## config.mk

```make
export PLATFORM = sky130hd
export DESIGN_NAME = reg_file_param_flat
export DESIGN_NICKNAME = d
export VERILOG_FILES = /design/src/rtl/reg_file_pkg.sv /design/src/rtl/reg_file_param_if.sv /design/src/rtl/reg_file_clear_fsm.sv /design/src/rtl/reg_file_param.sv /design/src/flat_wrapper.sv
export SDC_FILE = /design/constraint.sdc
export NUM_CORES = 1
export LEC_CHECK = 0
export CAP_MARGIN = 40
export CORE_UTILIZATION = 40
export CTS_CLUSTER_DIAMETER = 50
export DETAILED_ROUTE_END_ITERATION = 10
export SETUP_SLACK_MARGIN = 0.1
export SYNTH_ARGS = -nofsm -noshare
export SYNTH_HDL_FRONTEND = slang
export SYNTH_SLANG_ARGS = --single-unit
```

## constraint.sdc

```tcl
create_clock -name CLK -period 2.25 [get_ports CLK]
set_input_delay 0.5625 -clock CLK [delete_from_list [all_inputs] [get_ports CLK]]
set_output_delay 0.5625 -clock CLK [all_outputs]
set_load 0.1 [all_outputs]
```

## src/rtl/reg_file_pkg.sv

```systemverilog
// Shared types and constants for the parameterised CPU register file.
// Imported by the interface, the clear FSM and the top level.
package reg_file_pkg;

  localparam int unsigned DEF_DATA_WIDTH = 8;
  localparam int unsigned DEF_ADDR_WIDTH = 3;

  // READ_LATENCY encodings
  localparam int unsigned READ_LAT_COMB = 0;
  localparam int unsigned READ_LAT_REG  = 1;

  typedef logic [0:0] state_t;
  localparam state_t IDLE  = 1'b0;
  localparam state_t SWEEP = 1'b1;

endpackage

```

## src/rtl/reg_file_param_if.sv

```systemverilog
// Write/read/clear bus of the register file; the datapath is the master, the file the slave.
interface reg_file_param_if
  import reg_file_pkg::*;
#(
  parameter int unsigned DATA_WIDTH = DEF_DATA_WIDTH,
  parameter int unsigned ADDR_WIDTH = DEF_ADDR_WIDTH
);
  logic [DATA_WIDTH-1:0] IN;
  logic [ADDR_WIDTH-1:0] INADDRESS;
  logic                  WRITE;
  logic [ADDR_WIDTH-1:0] OUT1ADDRESS;
  logic [ADDR_WIDTH-1:0] OUT2ADDRESS;
  logic [DATA_WIDTH-1:0] OUT1;
  logic [DATA_WIDTH-1:0] OUT2;
  logic                  CLEAR;
  logic                  BUSY;

  modport master (
    output IN, INADDRESS, WRITE, OUT1ADDRESS, OUT2ADDRESS, CLEAR,
    input  OUT1, OUT2, BUSY
  );

  modport slave (
    input  IN, INADDRESS, WRITE, OUT1ADDRESS, OUT2ADDRESS, CLEAR,
    output OUT1, OUT2, BUSY
  );
endinterface

```

## src/rtl/reg_file_clear_fsm.sv

```systemverilog
// Soft-clear sequencer: walks the sweep index over every entry, one per cycle,
// holding BUSY for exactly DEPTH cycles after a CLEAR is taken in IDLE.
module reg_file_clear_fsm
  import reg_file_pkg::*;
#(
  parameter int unsigned ADDR_WIDTH = DEF_ADDR_WIDTH
) (
  input  logic                  CLK,
  input  logic                  RESET,
  input  logic                  CLEAR,
  output logic                  BUSY,
  output logic                  sweep_en,
  output logic [ADDR_WIDTH-1:0] sweep_idx
);
  localparam int unsigned DEPTH = 2 ** ADDR_WIDTH;
  localparam logic [ADDR_WIDTH-1:0] LastIdx = ADDR_WIDTH'(DEPTH - 1);

  state_t                state_q, state_d;
  logic [ADDR_WIDTH-1:0] idx_q, idx_d;

  always_comb begin
    state_d = state_q;
    idx_d   = idx_q;
    case (state_q)
      IDLE: begin
        if (CLEAR) begin
          state_d = SWEEP;
          idx_d   = '0;
        end
      end
      SWEEP: begin
        // CLEAR is deliberately not looked at here: a repeat request never extends the sweep.
        if (idx_q == LastIdx) begin
          state_d = IDLE;
          idx_d   = '0;
        end else begin
          idx_d = idx_q + 1'b1;
        end
      end
      default: begin
        state_d = IDLE;
        idx_d   = '0;
      end
    endcase
  end

  always_ff @(posedge CLK) begin
    if (!RESET) begin
      state_q <= IDLE;
      idx_q   <= '0;
    end else begin
      state_q <= state_d;
      idx_q   <= idx_d;
    end
  end

  assign BUSY      = (state_q == SWEEP);
  assign sweep_en  = BUSY;
  assign sweep_idx = idx_q;
endmodule

```

## src/rtl/reg_file_param.sv

```systemverilog
// Two-read/one-write CPU register file with optional zero register, write-first bypass,
// registered-read mode and a multi-cycle soft clear.
module reg_file_param
  import reg_file_pkg::*;
#(
  parameter int unsigned DATA_WIDTH   = DEF_DATA_WIDTH,
  parameter int unsigned ADDR_WIDTH   = DEF_ADDR_WIDTH,
  parameter int unsigned READ_LATENCY = READ_LAT_COMB,
  parameter bit          BYPASS       = 1'b1,
  parameter bit          ZERO_REG     = 1'b0
) (
  input logic             CLK,
  input logic             RESET,
  reg_file_param_if.slave bus
);
  localparam int unsigned DEPTH = 2 ** ADDR_WIDTH;

  logic                  busy;
  logic                  sweep_en;
  logic [ADDR_WIDTH-1:0] sweep_idx;

  reg_file_clear_fsm #(
    .ADDR_WIDTH (ADDR_WIDTH)
  ) u_clear_fsm (
    .CLK       (CLK),
    .RESET     (RESET),
    .CLEAR     (bus.CLEAR),
    .BUSY      (busy),
    .sweep_en  (sweep_en),
    .sweep_idx (sweep_idx)
  );

  assign bus.BUSY = busy;

  logic write_acc;
  assign write_acc = RESET & bus.WRITE & ~busy & ~(ZERO_REG & (bus.INADDRESS == '0));

  logic [DATA_WIDTH-1:0] mem_q [DEPTH];
  logic [DATA_WIDTH-1:0] mem_d [DEPTH];

  // Writes are blocked while sweeping, so the two updates never target the same cycle.
  always_comb begin
    mem_d = mem_q;
    if (sweep_en) mem_d[sweep_idx] = '0;
    if (write_acc) mem_d[bus.INADDRESS] = bus.IN;
  end

  always_ff @(posedge CLK) begin
    if (!RESET) begin
      for (int i = 0; i < DEPTH; i++) mem_q[i] <= '0;
    end else begin
      mem_q <= mem_d;
    end
  end

  logic [ADDR_WIDTH-1:0] rd_addr [2];
  logic [DATA_WIDTH-1:0] rd_data [2];

  assign rd_addr[0] = bus.OUT1ADDRESS;
  assign rd_addr[1] = bus.OUT2ADDRESS;

  always_comb begin
    rd_data = '{default: '0};
    for (int p = 0; p < 2; p++) begin
      if (ZERO_REG && (rd_addr[p] == '0)) begin
        rd_data[p] = '0;
      end else if (BYPASS && write_acc && (rd_addr[p] == bus.INADDRESS)) begin
        rd_data[p] = bus.IN;
      end else begin
        rd_data[p] = mem_q[rd_addr[p]];
      end
    end
  end

  if (READ_LATENCY == READ_LAT_REG) begin : g_reg_rd
    logic [DATA_WIDTH-1:0] out1_q, out1_d;
    logic [DATA_WIDTH-1:0] out2_q, out2_d;

    always_comb begin
      out1_d = rd_data[0];
      out2_d = rd_data[1];
    end

    always_ff @(posedge CLK) begin
      if (!RESET) begin
        out1_q <= '0;
        out2_q <= '0;
      end else begin
        out1_q <= out1_d;
        out2_q <= out2_d;
      end
    end

    assign bus.OUT1 = out1_q;
    assign bus.OUT2 = out2_q;
  end else begin : g_comb_rd
    assign bus.OUT1 = rd_data[0];
    assign bus.OUT2 = rd_data[1];
  end
endmodule

```

## src/flat_wrapper.sv

```systemverilog
// flat-port wrapper written by rule: the top's interface ports become plain ports
module reg_file_param_flat import reg_file_pkg::*;
#(
  parameter int unsigned DATA_WIDTH   = DEF_DATA_WIDTH,
  parameter int unsigned ADDR_WIDTH   = DEF_ADDR_WIDTH,
  parameter int unsigned READ_LATENCY = READ_LAT_COMB,
  parameter bit          BYPASS       = 1'b1,
  parameter bit          ZERO_REG     = 1'b0
)
  (CLK, RESET, bus_IN, bus_INADDRESS, bus_WRITE, bus_OUT1ADDRESS, bus_OUT2ADDRESS, bus_CLEAR, bus_OUT1, bus_OUT2, bus_BUSY);
  reg_file_param_if #(.DATA_WIDTH(DATA_WIDTH), .ADDR_WIDTH(ADDR_WIDTH)) bus_i ();
  input logic CLK;
  input logic RESET;
  input wire logic [$bits(bus_i.IN)-1:0] bus_IN;
  input wire logic [$bits(bus_i.INADDRESS)-1:0] bus_INADDRESS;
  input wire logic [$bits(bus_i.WRITE)-1:0] bus_WRITE;
  input wire logic [$bits(bus_i.OUT1ADDRESS)-1:0] bus_OUT1ADDRESS;
  input wire logic [$bits(bus_i.OUT2ADDRESS)-1:0] bus_OUT2ADDRESS;
  input wire logic [$bits(bus_i.CLEAR)-1:0] bus_CLEAR;
  output wire logic [$bits(bus_i.OUT1)-1:0] bus_OUT1;
  output wire logic [$bits(bus_i.OUT2)-1:0] bus_OUT2;
  output wire logic [$bits(bus_i.BUSY)-1:0] bus_BUSY;
  assign bus_i.IN = bus_IN;
  assign bus_i.INADDRESS = bus_INADDRESS;
  assign bus_i.WRITE = bus_WRITE;
  assign bus_i.OUT1ADDRESS = bus_OUT1ADDRESS;
  assign bus_i.OUT2ADDRESS = bus_OUT2ADDRESS;
  assign bus_i.CLEAR = bus_CLEAR;
  assign bus_OUT1 = bus_i.OUT1;
  assign bus_OUT2 = bus_i.OUT2;
  assign bus_BUSY = bus_i.BUSY;
  reg_file_param #(.DATA_WIDTH(DATA_WIDTH), .ADDR_WIDTH(ADDR_WIDTH), .READ_LATENCY(READ_LATENCY), .BYPASS(BYPASS), .ZERO_REG(ZERO_REG)) u_core (.CLK(CLK), .RESET(RESET), .bus(bus_i));
endmodule
```

Yosys cells after proc, flatten, opt, wreduce, memory -nomap -nowiden --
Index checks and enable logic that the tools add are counted.
Storage, ports and cells: output and inout bits 17, register bits after elaboration 68, word-level logic and storage cells 55, input bits 21
Cells by class: add/sub/neg operators 1, multiplexer cells 21, reductions and logical operators 4, equal/unequal tests 4, bitwise operators 9, order comparisons 6
Operator list (number):
- 64-bit two-way mux | 2
- 64-bit AND | 1
- 64-bit bitwise mux | 1
- 8-bit two-way mux | 8
- 64-bit NOT | 1
- 8-bit binary-select mux with 3-bit select | 2
- 8-bit demux with 3-bit select | 2
- 4-bit greater-or-equal comparator, second input constant | 4
- 3-bit NOT with 4-bit output | 4
- 4-bit by 1-bit < comparator with 1-bit output, second input constant | 2
- 3-bit == test | 2
- 3-bit two-way mux | 2
- 3-bit case mux with 2 select lines | 1
- 1-bit logical AND | 4
- 3-bit by 1-bit adder with 3-bit output, second input constant | 1
- 3-bit == test, second input constant | 1
- 1-bit AND | 2
- 1-bit two-way mux | 2
- 2-bit inequality test, second input constant | 1
- 1-bit case mux with 2 select lines | 1
- 1-bit NOT | 1

Logic depth before layout (Yosys ltp) --
depth in word-level cells 10, depth in mapped cells 6, gate-level depth less buffers 5

Modules after synthesis --
Synthesis repeated with hierarchy kept, for this count alone.
Second synthesis, totals: cell total of the unflattened synthesis 432, area total of the unflattened synthesis 4473.0 µm²
By module, submodules not included:
- reg_file_param | times used 1, cells each 413, area each 4270.3 µm²
- reg_file_clear_fsm | times used 1, cells each 19, area each 202.7 µm²

Least setup slack after synthesis --
No wires, ideal clock.
kind register -> output, start register u_core.u_clear_fsm.state_q, in the netlist u_core.u_clear_fsm.BUSY, end output bus_OUT2[0], buffers on the path 1, data required time 1.688 ns, stages on the path, launching flop included 5, data arrival time 2.170 ns, slack -0.483 ns, cell sequence dfxtp_1 > clkbuf_1 > and3b_1 > nand4_2 > mux2_4
On the way: longest elaborated chain between the ends 4
RTL lines:
- start: declaration | RTL line reg_file_clear_fsm.sv:18 | state_t state_q, state_d;
- start signal: assignment | RTL line reg_file_clear_fsm.sv:52 | state_q <= state_d;
- 1-bit NOT | RTL line reg_file_param.sv:36 | assign write_acc = RESET & bus.WRITE & ~busy & ~(ZERO_REG & (bus.INADDRESS == '0));
- 1-bit AND | RTL line reg_file_param.sv:36
- 1-bit logical AND | RTL line reg_file_param.sv:67 | end else if (BYPASS && write_acc && (rd_addr[p] == bus.INADDRESS)) begin
- 8-bit two-way mux | RTL line reg_file_param.sv:67
- end: declaration | RTL line flat_wrapper.sv:21 | output wire logic [$bits(bus_i.OUT2)-1:0] bus_OUT2;
Every way passes these cells.

Final worst setup path --
start input bus_OUT2ADDRESS[0], end output bus_OUT2[5]
On the way: longest elaborated chain between the ends 5, elaborated cells on any way between the ends 7, classes of those cells 1 x eq/ne; 4 x mux; 1 x bitwise; 1 x reduce/logical
RTL lines:
- start: declaration | RTL line flat_wrapper.sv:18 | input wire logic [$bits(bus_i.OUT2ADDRESS)-1:0] bus_OUT2ADDRESS;
- 3-bit NOT with 4-bit output (not written as such) | RTL line reg_file_param.sv:70 | rd_data[p] = mem_q[rd_addr[p]];
- 8-bit binary-select mux with 3-bit select | RTL line reg_file_param.sv:70
- 8-bit two-way mux (not written as such) (2 in series) | RTL line reg_file_param.sv:70
- 8-bit two-way mux (*) | RTL line reg_file_param.sv:67
Mark *: on every way between the ends. The rest lies on a longest branch, timed or not. The select of a mux whose other input is x is not followed.

==> run summary <==
CTS H-tree lvls = 3
Layout Nets = 494
Worst-Margin Slew = 0.7312 ns
synth-to-layout area growth = 28.14%
worst relative slew slack = 0.5097
Post-synth EDFFs = 0
Layout Skew = 0.008535 ns
GP Congestion = 0.8448
routed vias/inst = 6.572
sequential area share after synthesis = 0.3013
Period minus WS final = 2.620 ns
final core occ = 0.5294
max-slew violation count = 0
drt pass-1 iters = 5
met2 usage = 0.4186
Post-DP Area = 0.005375 sq mm
Setup violations, final = 16
CP startpoint kind = input port
Starting Density = 0.4132
TritonCTS buffer count = 9
GRT Total Usage = 0.2652
vias in the first global route = 3845
Final ANT Viol Nets = 0
Avg Inst Size Synth = 10.43 sq um
DRT iter0 DRCs = 378
area leader, netlist = dfxtp_1
commonest cells after routing, fill and taps aside = dfxtp_1 (67), nand3_1 (64), o211ai_1 (64), a21boi_1 (64), buf_4 (42)
max-cap violations = 0
wire length after detailed routing = 14690 microns
largest net degree at the start of global routing = 73
CP bufs+invs = 3
Buffers on Ports = 37
Synth Register Bits = 68
CP delay by family, top = multiplexers
predominant post-synthesis flop cell = dfxtp_1
pwr dens = 531.6 mW/mm^2
DRC Markers = 0
Final Hold Viols = 0
critical path class = in2out
CP Cell Sequence = buf_12, buf_16, mux4_2, mux2_4, mux2_4, buf_12
Post-Syn Nets = 456
Min-Delay Path Class = reg2reg
met1 Use GR = 0.3587
CP max stage cell = mux4_2
initial antenna violation count = 0
first-pass GRT wire length = 22450 microns
worst-path fanout max = 8
met3 Resource Use GR = 0.04099
Cells after Synth = 433
failing checks = setup timing
status = finished with violations
P_leak = 2.076 nW
CP peak stage delay = 0.51 ns
# hold bufs at CTS = 0
Rows = 38
synthesized area = 0.004518 sq mm
leading cell type in the layout, fill and taps excluded = dfxtp_1
Area contributors post-synth = dfxtp_1 (30%), a21boi_1 (11%), o211ai_1 (11%)
WP data arrival = 2.06 ns
Yosys cell types = 33
CTS Root Cell = clkbuf_16
Hold WS = 0.5030 ns
final worst path period share = 1.164
f_max = 381.7 MHz
clk_lat worst skew = 0.34 ns
chip width = 108.3 microns
clock sink count = 68
required time of the critical path = 1.69 ns
dpl hpwl = 9342 microns
I/O pin cnt = 38
maximum buffer depth of the clock tree = 2
Clk pin slew, worst setup/hold paths = 0.05 ns
residual overflow from global routing = 0
CTS tree = done
full die area = 0.01172 sq mm
RSZ-0062 raised after global routing = yes
via count = 4035
Die H = 108.3 microns
layout cell share with drive strength beyond 1 = 0.3439
Peak VDD IR = 0.0003361 V
critical path capture point type = primary output
Wirelength per Cell = 23.92 microns
ANT cells = 0
worst setup margin = -0.3696 ns
Core ar. = 0.01094 sq mm
fraction of registers with async set/reset = 0
busiest grt layer = met2
yosys warns = 0
share of the synthesized area in the top cell type = 0.3013
fin area = 0.005789 sq mm
-- what timing repair did --
action / 4_1_cts / 5_1_grt
cloned: 4 / 0
resized for setup: 73 / 3
pin swaps: 1 / 0
buffers inserted: 2 / 0
setup endpoints to repair: 16 / 16
-- per-stage QoR --
step                setup slack [ns]  power [mW]  TNS [ns]  std cells
finish                       -0.3696       3.077    -5.513        614
global route                 -0.3870       3.166    -5.878        614
CTS                          -0.3757       3.075    -5.580        614
detailed placement           -0.9231       1.763    -14.03        594
global placement             -0.9015       1.757    -13.84        594
floorplan                    -0.2403       1.568    -3.845        433
-- cell families after synthesis --
kind of cell / Yosys count / synth area share
xor gates and xnor gates: 6 / 0.01163
muxes: 65 / 0.2681
buffers and inverters: 66 / 0.07367
adders and majority gates: 2 / 0.005538
and+or+nand+nor: 96 / 0.1249
AOI/OAI and AO/OA: 130 / 0.2149
DFF: 68 / 0.3013
-- path summary, 6_finish.rpt --
kind	from	to	slack, ns	cells after the start
setup / recovery	bus_OUT2ADDRESS[0]	bus_OUT2[5]	-0.37	6
hold / removal	u_core.mem_q[43]	u_core.mem_q[43]	0.50	2
setup reg to reg	u_core.u_clear_fsm.BUSY	u_core.mem_q[29]	0.54	4
hold reg to reg	u_core.mem_q[43]	u_core.mem_q[43]	0.50	2
-- registers in the layout, indices dropped and copies added (netlist names) --
| register | cells |
|---|---|
| u_core.mem_q | 64 |
| u_core.u_clear_fsm.sweep_idx | 3 |
| u_core.u_clear_fsm.BUSY | 1 |
-- synthesized netlist by cell type (3+ instances only) --
| cell type | instances |
|---|---|
| mux2_2 | 16 |
| buf_2 | 12 |
| dfxtp_1 | 68 |
| clkbuf_1 | 46 |
| nand4bb_1 | 4 |
| nand2_1 | 3 |
| nand4b_1 | 4 |
| xnor2_1 | 6 |
| o211ai_1 | 64 |
| mux4_1 | 16 |
| mux4_2 | 16 |
| a21boi_1 | 64 |
| nor2b_1 | 5 |
| nand3_1 | 64 |
| nor2_1 | 3 |
| mux2_4 | 16 |
-- cell type report --
| type | instances | area (sq um) |
|---|---|---|
| fillers | 963 | 5146 |
| multi-input cells | 299 | 2856 |
| flip-flops and latches | 68 | 1363 |
| repair buffers | 93 | 1137 |
| clock buffers | 11 | 242.7 |
| well taps | 140 | 175.2 |
| clock inverters | 3 | 15.01 |
-- metal layers --
metal  wire length (microns)  up-vias
met3                    1235       32
met2                    6922      223
met5                       0        -
met4                     455        0
met1                    6076     2025
li1                        -     1755
-- worst reg2reg max path, cell delays in order (launching register included) --
cell and delay [ns]:
dfxtp_2 0.32, buf_4 0.23, nand4bb_1 0.62, o211ai_1 0.33, a21boi_1 0.10
-- power by group --
group / leakage (nW) / switching, mW / internal (mW)
Clock: 0.131 / 0.528 / 0.758
Combinational: 1.40 / 0.310 / 0.248
Sequential: 0.549 / 0.0141 / 1.22
Total: 2.08 / 0.852 / 2.22
Power figures use the tool's default switching activity.
